==> src/rtl/mem_cmd_pkg.sv <==
// Shared encodings for the memory command controller: FSM states, key indices, widths.
package mem_cmd_pkg;

    localparam int DATA_W   = 8;
    localparam int NUM_KEYS = 4;

    localparam int KEY_CLR  = 0;
    localparam int KEY_WR   = 1;
    localparam int KEY_RD   = 2;
    localparam int KEY_ADDR = 3;

    // IDLE is deliberately not the all-zero code.
    typedef enum logic [2:0] {
        ST_CLEAR     = 3'd0,
        ST_IDLE      = 3'd1,
        ST_WR_REQ    = 3'd2,
        ST_RD_REQ    = 3'd3,
        ST_ADDR_STEP = 3'd4
    } state_e;

endpackage

==> src/rtl/key_debounce.sv <==
// One key: 2-FF synchroniser, stable-level counter and a 1-cycle pulse on each debounced press.
module key_debounce #(
    parameter int DB_CYCLES = 50000
) (
    input  logic clk_i,
    input  logic rst_i,
    input  logic key_n_i,
    output logic press_o
);

    localparam int CNT_W = (DB_CYCLES > 1) ? $clog2(DB_CYCLES) : 1;

    logic             sync1_q;
    logic             sync2_q;
    logic             db_q;
    logic             press_q;
    logic [CNT_W-1:0] cnt_q;

    // The counter only runs while the synchronised level disagrees with the
    // debounced one; any return to agreement restarts the count.
    always_ff @(posedge clk_i or posedge rst_i) begin
        if (rst_i) begin
            sync1_q <= 1'b1;
            sync2_q <= 1'b1;
            db_q    <= 1'b1;
            cnt_q   <= '0;
            press_q <= 1'b0;
        end else begin
            sync1_q <= key_n_i;
            sync2_q <= sync1_q;
            press_q <= 1'b0;
            if (sync2_q == db_q) begin
                cnt_q <= '0;
            end else if (cnt_q == CNT_W'(DB_CYCLES - 1)) begin
                cnt_q   <= '0;
                db_q    <= sync2_q;
                press_q <= ~sync2_q;
            end else begin
                cnt_q <= cnt_q + 1'b1;
            end
        end
    end

    assign press_o = press_q;

endmodule

==> src/rtl/mem_cmd_ctrl.sv <==
// Key-driven memory command sequencer. Define MEM_CMD_TIMEOUT_EN to add the
// request timeout and sticky err flag; without it requests wait for ack forever.
module mem_cmd_ctrl
    import mem_cmd_pkg::*;
#(
    parameter int DB_CYCLES      = 50000,
    parameter int ADDR_STEP      = 4,
    parameter int TIMEOUT_CYCLES = 255
) (
    input  logic              sys_clk,
    input  logic              rst,
    input  logic [3:0]        key_n,
    input  logic              mem_ack,
    output logic              mem_wr_req,
    output logic              mem_rd_req,
    output logic [DATA_W-1:0] mem_addr,
    output logic [DATA_W-1:0] mem_wdata,
    output logic [DATA_W-1:0] wr_cnt,
    output logic [DATA_W-1:0] rd_cnt,
    output logic              busy,
    output logic              err
);

    localparam logic [DATA_W-1:0] ADDR_INC = DATA_W'(ADDR_STEP);

    state_e              state_q;
    logic [DATA_W-1:0]   addr_q;
    logic [DATA_W-1:0]   wr_cnt_q;
    logic [DATA_W-1:0]   rd_cnt_q;
    logic [NUM_KEYS-1:0] press;
    logic [NUM_KEYS-1:0] pend_q;
    logic [NUM_KEYS-1:0] pend_d;
    logic [NUM_KEYS-1:0] pend_clr;
    logic                in_req;
    logic                tmo_hit;

    for (genvar i = 0; i < NUM_KEYS; i++) begin : g_key
        key_debounce #(
            .DB_CYCLES(DB_CYCLES)
        ) u_db (
            .clk_i  (sys_clk),
            .rst_i  (rst),
            .key_n_i(key_n[i]),
            .press_o(press[i])
        );
    end

    assign in_req = (state_q == ST_WR_REQ) || (state_q == ST_RD_REQ);

    always_comb begin
        pend_clr = '0;
        case (state_q)
            ST_CLEAR:     pend_clr[KEY_CLR]  = 1'b1;
            ST_WR_REQ:    pend_clr[KEY_WR]   = mem_ack | tmo_hit;
            ST_RD_REQ:    pend_clr[KEY_RD]   = mem_ack | tmo_hit;
            ST_ADDR_STEP: pend_clr[KEY_ADDR] = 1'b1;
            default:      pend_clr           = '0;
        endcase
    end

    // A fresh press in the same cycle as the clear keeps the command pending.
    assign pend_d = (pend_q & ~pend_clr) | press;

    always_ff @(posedge sys_clk or posedge rst) begin
        if (rst) begin
            state_q  <= ST_IDLE;
            addr_q   <= '0;
            wr_cnt_q <= '0;
            rd_cnt_q <= '0;
            pend_q   <= '0;
        end else begin
            pend_q <= pend_d;
            case (state_q)
                ST_IDLE: begin
                    if (pend_q[KEY_CLR])       state_q <= ST_CLEAR;
                    else if (pend_q[KEY_WR])   state_q <= ST_WR_REQ;
                    else if (pend_q[KEY_RD])   state_q <= ST_RD_REQ;
                    else if (pend_q[KEY_ADDR]) state_q <= ST_ADDR_STEP;
                end
                ST_CLEAR: begin
                    addr_q   <= '0;
                    wr_cnt_q <= '0;
                    rd_cnt_q <= '0;
                    state_q  <= ST_IDLE;
                end
                ST_WR_REQ: begin
                    if (mem_ack) begin
                        wr_cnt_q <= wr_cnt_q + 1'b1;
                        state_q  <= ST_IDLE;
                    end else if (tmo_hit) begin
                        state_q <= ST_IDLE;
                    end
                end
                ST_RD_REQ: begin
                    if (mem_ack) begin
                        rd_cnt_q <= rd_cnt_q + 1'b1;
                        state_q  <= ST_IDLE;
                    end else if (tmo_hit) begin
                        state_q <= ST_IDLE;
                    end
                end
                ST_ADDR_STEP: begin
                    addr_q  <= addr_q + ADDR_INC;
                    state_q <= ST_IDLE;
                end
                default: state_q <= ST_IDLE;
            endcase
        end
    end

`ifdef MEM_CMD_TIMEOUT_EN
    localparam int TMO_W = $clog2(TIMEOUT_CYCLES + 1);

    logic [TMO_W-1:0] tmo_q;
    logic             err_q;

    // tmo_q counts request cycles already spent; ack in the last cycle still wins.
    assign tmo_hit = in_req && (tmo_q == TMO_W'(TIMEOUT_CYCLES - 1));

    always_ff @(posedge sys_clk or posedge rst) begin
        if (rst) begin
            tmo_q <= '0;
            err_q <= 1'b0;
        end else begin
            tmo_q <= (in_req && !mem_ack && !tmo_hit) ? tmo_q + 1'b1 : '0;
            if (state_q == ST_CLEAR)        err_q <= 1'b0;
            else if (tmo_hit && !mem_ack)   err_q <= 1'b1;
        end
    end

    assign err = err_q;
`else
    assign tmo_hit = 1'b0;
    // No timeout hardware: the flag can never be raised.
    assign err     = (TIMEOUT_CYCLES < 0);
`endif

    assign mem_wr_req = (state_q == ST_WR_REQ);
    assign mem_rd_req = (state_q == ST_RD_REQ);
    assign busy       = (state_q != ST_IDLE);
    assign mem_addr   = addr_q;
    assign mem_wdata  = wr_cnt_q;
    assign wr_cnt     = wr_cnt_q;
    assign rd_cnt     = rd_cnt_q;

endmodule
==> config.mk <==
export PLATFORM = sky130hd
export DESIGN_NAME = mem_cmd_ctrl
export DESIGN_NICKNAME = d
export VERILOG_FILES = /design/src/rtl/mem_cmd_pkg.sv /design/src/rtl/key_debounce.sv /design/src/rtl/mem_cmd_ctrl.sv
export SDC_FILE = /design/constraint.sdc
export NUM_CORES = 1
export LEC_CHECK = 0
export CORE_MARGIN = 2
export CORE_UTILIZATION = 63
export CTS_CLUSTER_SIZE = 25
export DETAILED_ROUTE_END_ITERATION = 8
export GPL_ROUTABILITY_DRIVEN = 0
export PLACE_DENSITY = 0.87
export SETUP_SLACK_MARGIN = 0.5
export SYNTH_ARGS = -nofsm -noshare
export SYNTH_HDL_FRONTEND = slang
export SYNTH_HIERARCHICAL = 1
export SYNTH_SLANG_ARGS = --single-unit
==> constraint.sdc <==
create_clock -name sys_clk -period 3.5 [get_ports sys_clk]
set_input_delay 0.35 -clock sys_clk [delete_from_list [all_inputs] [get_ports sys_clk]]
set_output_delay 0.35 -clock sys_clk [all_outputs]
set_load 0.05 [all_outputs]
==> metrics.md <==
| Metric | Value |
|---|---|
| Post-synth EDFFs | `0` |
| Syn Area/Cell | `10.9 µm²` |
| Largest stage delay, worst path | `a little over 0.8 ns` |
| Final Hold Slack | `~0.36 ns` |
| Final setup viols | `0` |
| Global-route usage over all layers | `between 20% and 30%` |
| # clock sinks | `approximately 110` |
| Max frequency | `~400 MHz` |
| Critical path required time | `3.15 ns` |
| Post-synth top area share | `41.1%` |
| CP max-delay cell | `clkdlybuf4s50_1` |
| Synth Instances | `538` |
| CTS Hold Bufs | `0` |
| Die Height | `between 100 and 150 µm` |
| Peak VDD IR | `~0.00018 V` |
| Pwr/cell area | `roughly 350 nW/µm²` |
| Vias in the first global route | `3819` |
| Sequential area share after synthesis | `46.9%` |
| Util after Layout | `between 60% and 70%` |
| Die area | `10100 µm²` |
| DR WL/cell | `about 16 µm` |
| Seq cells post-synth | `around 110` |
| Worst R2R Start | `g_key[1].u_db/cnt_q[0]` |
| Initial antenna violation count | `0` |
| Worst setup EP type | `output pin` |
| Ys Warns | `6` |
| Starting Density | `between 60 and 70%` |
| Clock-pin slew on the worst setup and hold paths | `around 0.10 ns` |
| Buffers added on ports | `39` |
| Setup Fix Bufs, Post-CTS | `0` |
| Num rows | `35` |
| Post-Place Worst Slack | `around 1.4 ns` |
| Post-route minimum period | `2.47 ns` |
| Reg-to-reg slack, setup | `1.77 ns` |
| Period utilisation layout | `between 70% and 80%` |
| Layout cell share with drive strength beyond 1 | `about a fifth` |
| Clock Root Buffer | `clkbuf_8` |
| Critical path class | `flop to output pin` |
| DRT Wirelength | `10900 µm` |
| Min-delay src | `g_key[0].u_db/sync1_q` |
| Largest net degree at the start of global routing | `30` |
| DR vias/cell | `roughly 6.2` |
| Rel. slew slack | `28.6%` |
| Clock H-tree levels | `3` |
| Ys flop type | `dfrtp_1` |
| Core ar. | `9110 µm²` |
| Synth cell types | `50` |
| Status | `complete, no violations` |
| Max-cap violations | `0` |
| Endpoints failing hold | `0` |
| Die Wd | `roughly 100 µm` |
| DRC violations left | `0` |
| CP Launch Type | `flop` |
| Hold path depth | `0` |
| Worst-path cell chain | `or2b_1 > nor2_1 > clkdlybuf4s50_1` |
| Asr flop ratio synth | `100%` |
| Longest Clk Path Bufs | `2` |
| Diodes inserted | `0` |
| IO Count | `43` |
| CP startpoint | `state_q[1]` |
| Area Overhead vs Synth | `7.19%` |
| # nets final | `between 500 and 600` |
| FF-to-FF End | `g_key[1].u_db/cnt_q[4]` |
| Top-count cell post-synth | `dfrtp_1` |
| Filler Cell Count | `between 600 and 700` |
| Commonest cells post-synth | `dfrtp_1, nor2_2, nand3_1, xnor2_1, nor2_1` |
| First-pass DRT Iterations | `5` |
| Min-Delay Endpoint | `g_key[0].u_db/sync2_q` |
| Clock Latency Late Sink | `between 0.3 and 0.4 ns` |
| Mapped cell area | `~5800 µm²` |
| Leakage | `~2.5 nW` |
| Worst hold path class | `flop to flop` |
| Area contributors post-synth | `dfrtp_1, dfstp_2, xnor2_1` |
| First-pass GRT wire length | `~19000 µm` |
| Final setup TNS | `0 ns` |
| Synth area leader | `dfrtp_1` |
| Final setup margin | `about 1 ns` |
| Hpwl dp | `between 7000 and 8000 µm` |
| Total number of vias | `4109` |
| WP data arrival | `~2.1 ns` |
| CTS Buf Count | `9` |
| Unrepaired setup endpoints after global routing | `no` |
| CTS tree | `yes` |
| Max Slew Vio Count | `0` |
| Worst r2r path cells | `5` |
| Total gr overflow | `0` |
| Crit-path max FO | `11` |
| Routed Antenna Nets | `0` |
| CTS-repair resized insts | `0` |
| Layout Skew | `~0.017 ns` |
| Least-Margin Pin Slew | `about 1.1 ns` |
| 1st-iter DRT viols | `between 150 and 200` |
[routing by layer]
metal	share of wire (%)	wire length, µm	GRT usage [%]	up-vias
li1	-	-	-	1907
met5	0	0	0	-
met1	44	4800	32.3	2038
met2	49	5340	36.4	142
met3	5.0	550	4.39	22
met4	2.2	235	8.75	0
[layout by cell type (no fill, tap or decap), types with 6 or more instances in the layout]
cell / n
and3_1: 13
and4bb_1: 8
nor2_1: 34
nand3_1: 36
nor4_2: 12
nor4b_1: 8
or3_1: 6
o21ai_0: 14
inv_1: 17
dfrtp_1: 96
clkbuf_8: 9
nor3_1: 11
nand2_1: 21
ha_1: 7
xnor2_1: 36
xor2_1: 24
clkdlybuf4s50_1: 39
nand4_1: 26
nor2_2: 45
a21oi_1: 10
dfstp_2: 13
[final cells by class]
cell class	instances	area, µm²	area share (%)
flip-flops and latches	109	2740	43.8
multi-input cells	376	2720	43.5
repair buffers	39	390	6.23
well taps	111	139	2.22
clock buffers	10	128	2.04
clock inverters	6	76.3	1.22
inverters	17	63.8	1.02
[per-stage QoR]
stage	cells	area [µm²]	total power [mW]
3_5_place_dp	652	6060	1.43
4_1_cts	668	6260	2.22
3_3_place_gp	652	6060	1.42
6_report	668	6260	2.20
5_1_grt	668	6260	2.29
2_1_floorplan	540	5850	1.41
[kinds of logic (layout without fill, tap and decap cells)]
logic type      count (synthesis)  after routing  synth area share [%]
compound gates                 40             40                  4.41
simple gates                  259            259                  30.0
xor+xnor                       60             60                  8.99
buf+inv                        55             72                  6.57
fa+ha+maj                       7              7                  1.50
other cells                     1              3                0.0642
mux                             7              7                  1.54
flops                         109            109                  46.9
[report_power, final]
| group | internal (mW) | switching [mW] |
|---|---|---|
| clock network | 0.346 | 0.445 |
| registers | 1.28 | 0.0215 |
| logic | 0.0278 | 0.0751 |
| total | 1.65 | 0.541 |
[worst max-delay path: cells and delay by family, from the launching register on]
family                 cells  cell delay, ns
buffers and inverters      1            0.81
flip-flops                 1            0.57
AND/OR/NAND/NOR            2            0.37
[flip-flops by register name, summed over array words and instances (netlist names)]
| register | flops |
|---|---|
| g_key.u_db/cnt_q | 64 |
| mem_wdata | 8 |
| rd_cnt | 8 |
| mem_addr | 6 |
| g_key.u_db/db_q | 4 |
| g_key.u_db/press_o | 4 |
| g_key.u_db/sync1_q | 4 |
| g_key.u_db/sync2_q | 4 |
| pend_q | 4 |
| state_q | 3 |
[worst max path at each step]
stage	end	slack, ns	depth (start not counted)
after floorplan	mem_wr_req	1.77	3
after global placement	mem_wr_req	1.45	3
after detailed placement	rd_cnt[6]	1.43	4
after CTS	mem_wr_req	1.01	3
after global routing	busy	0.89	3
final	mem_wr_req	1.03	3
No activity file was read; power rests on OpenSTA's default activity.
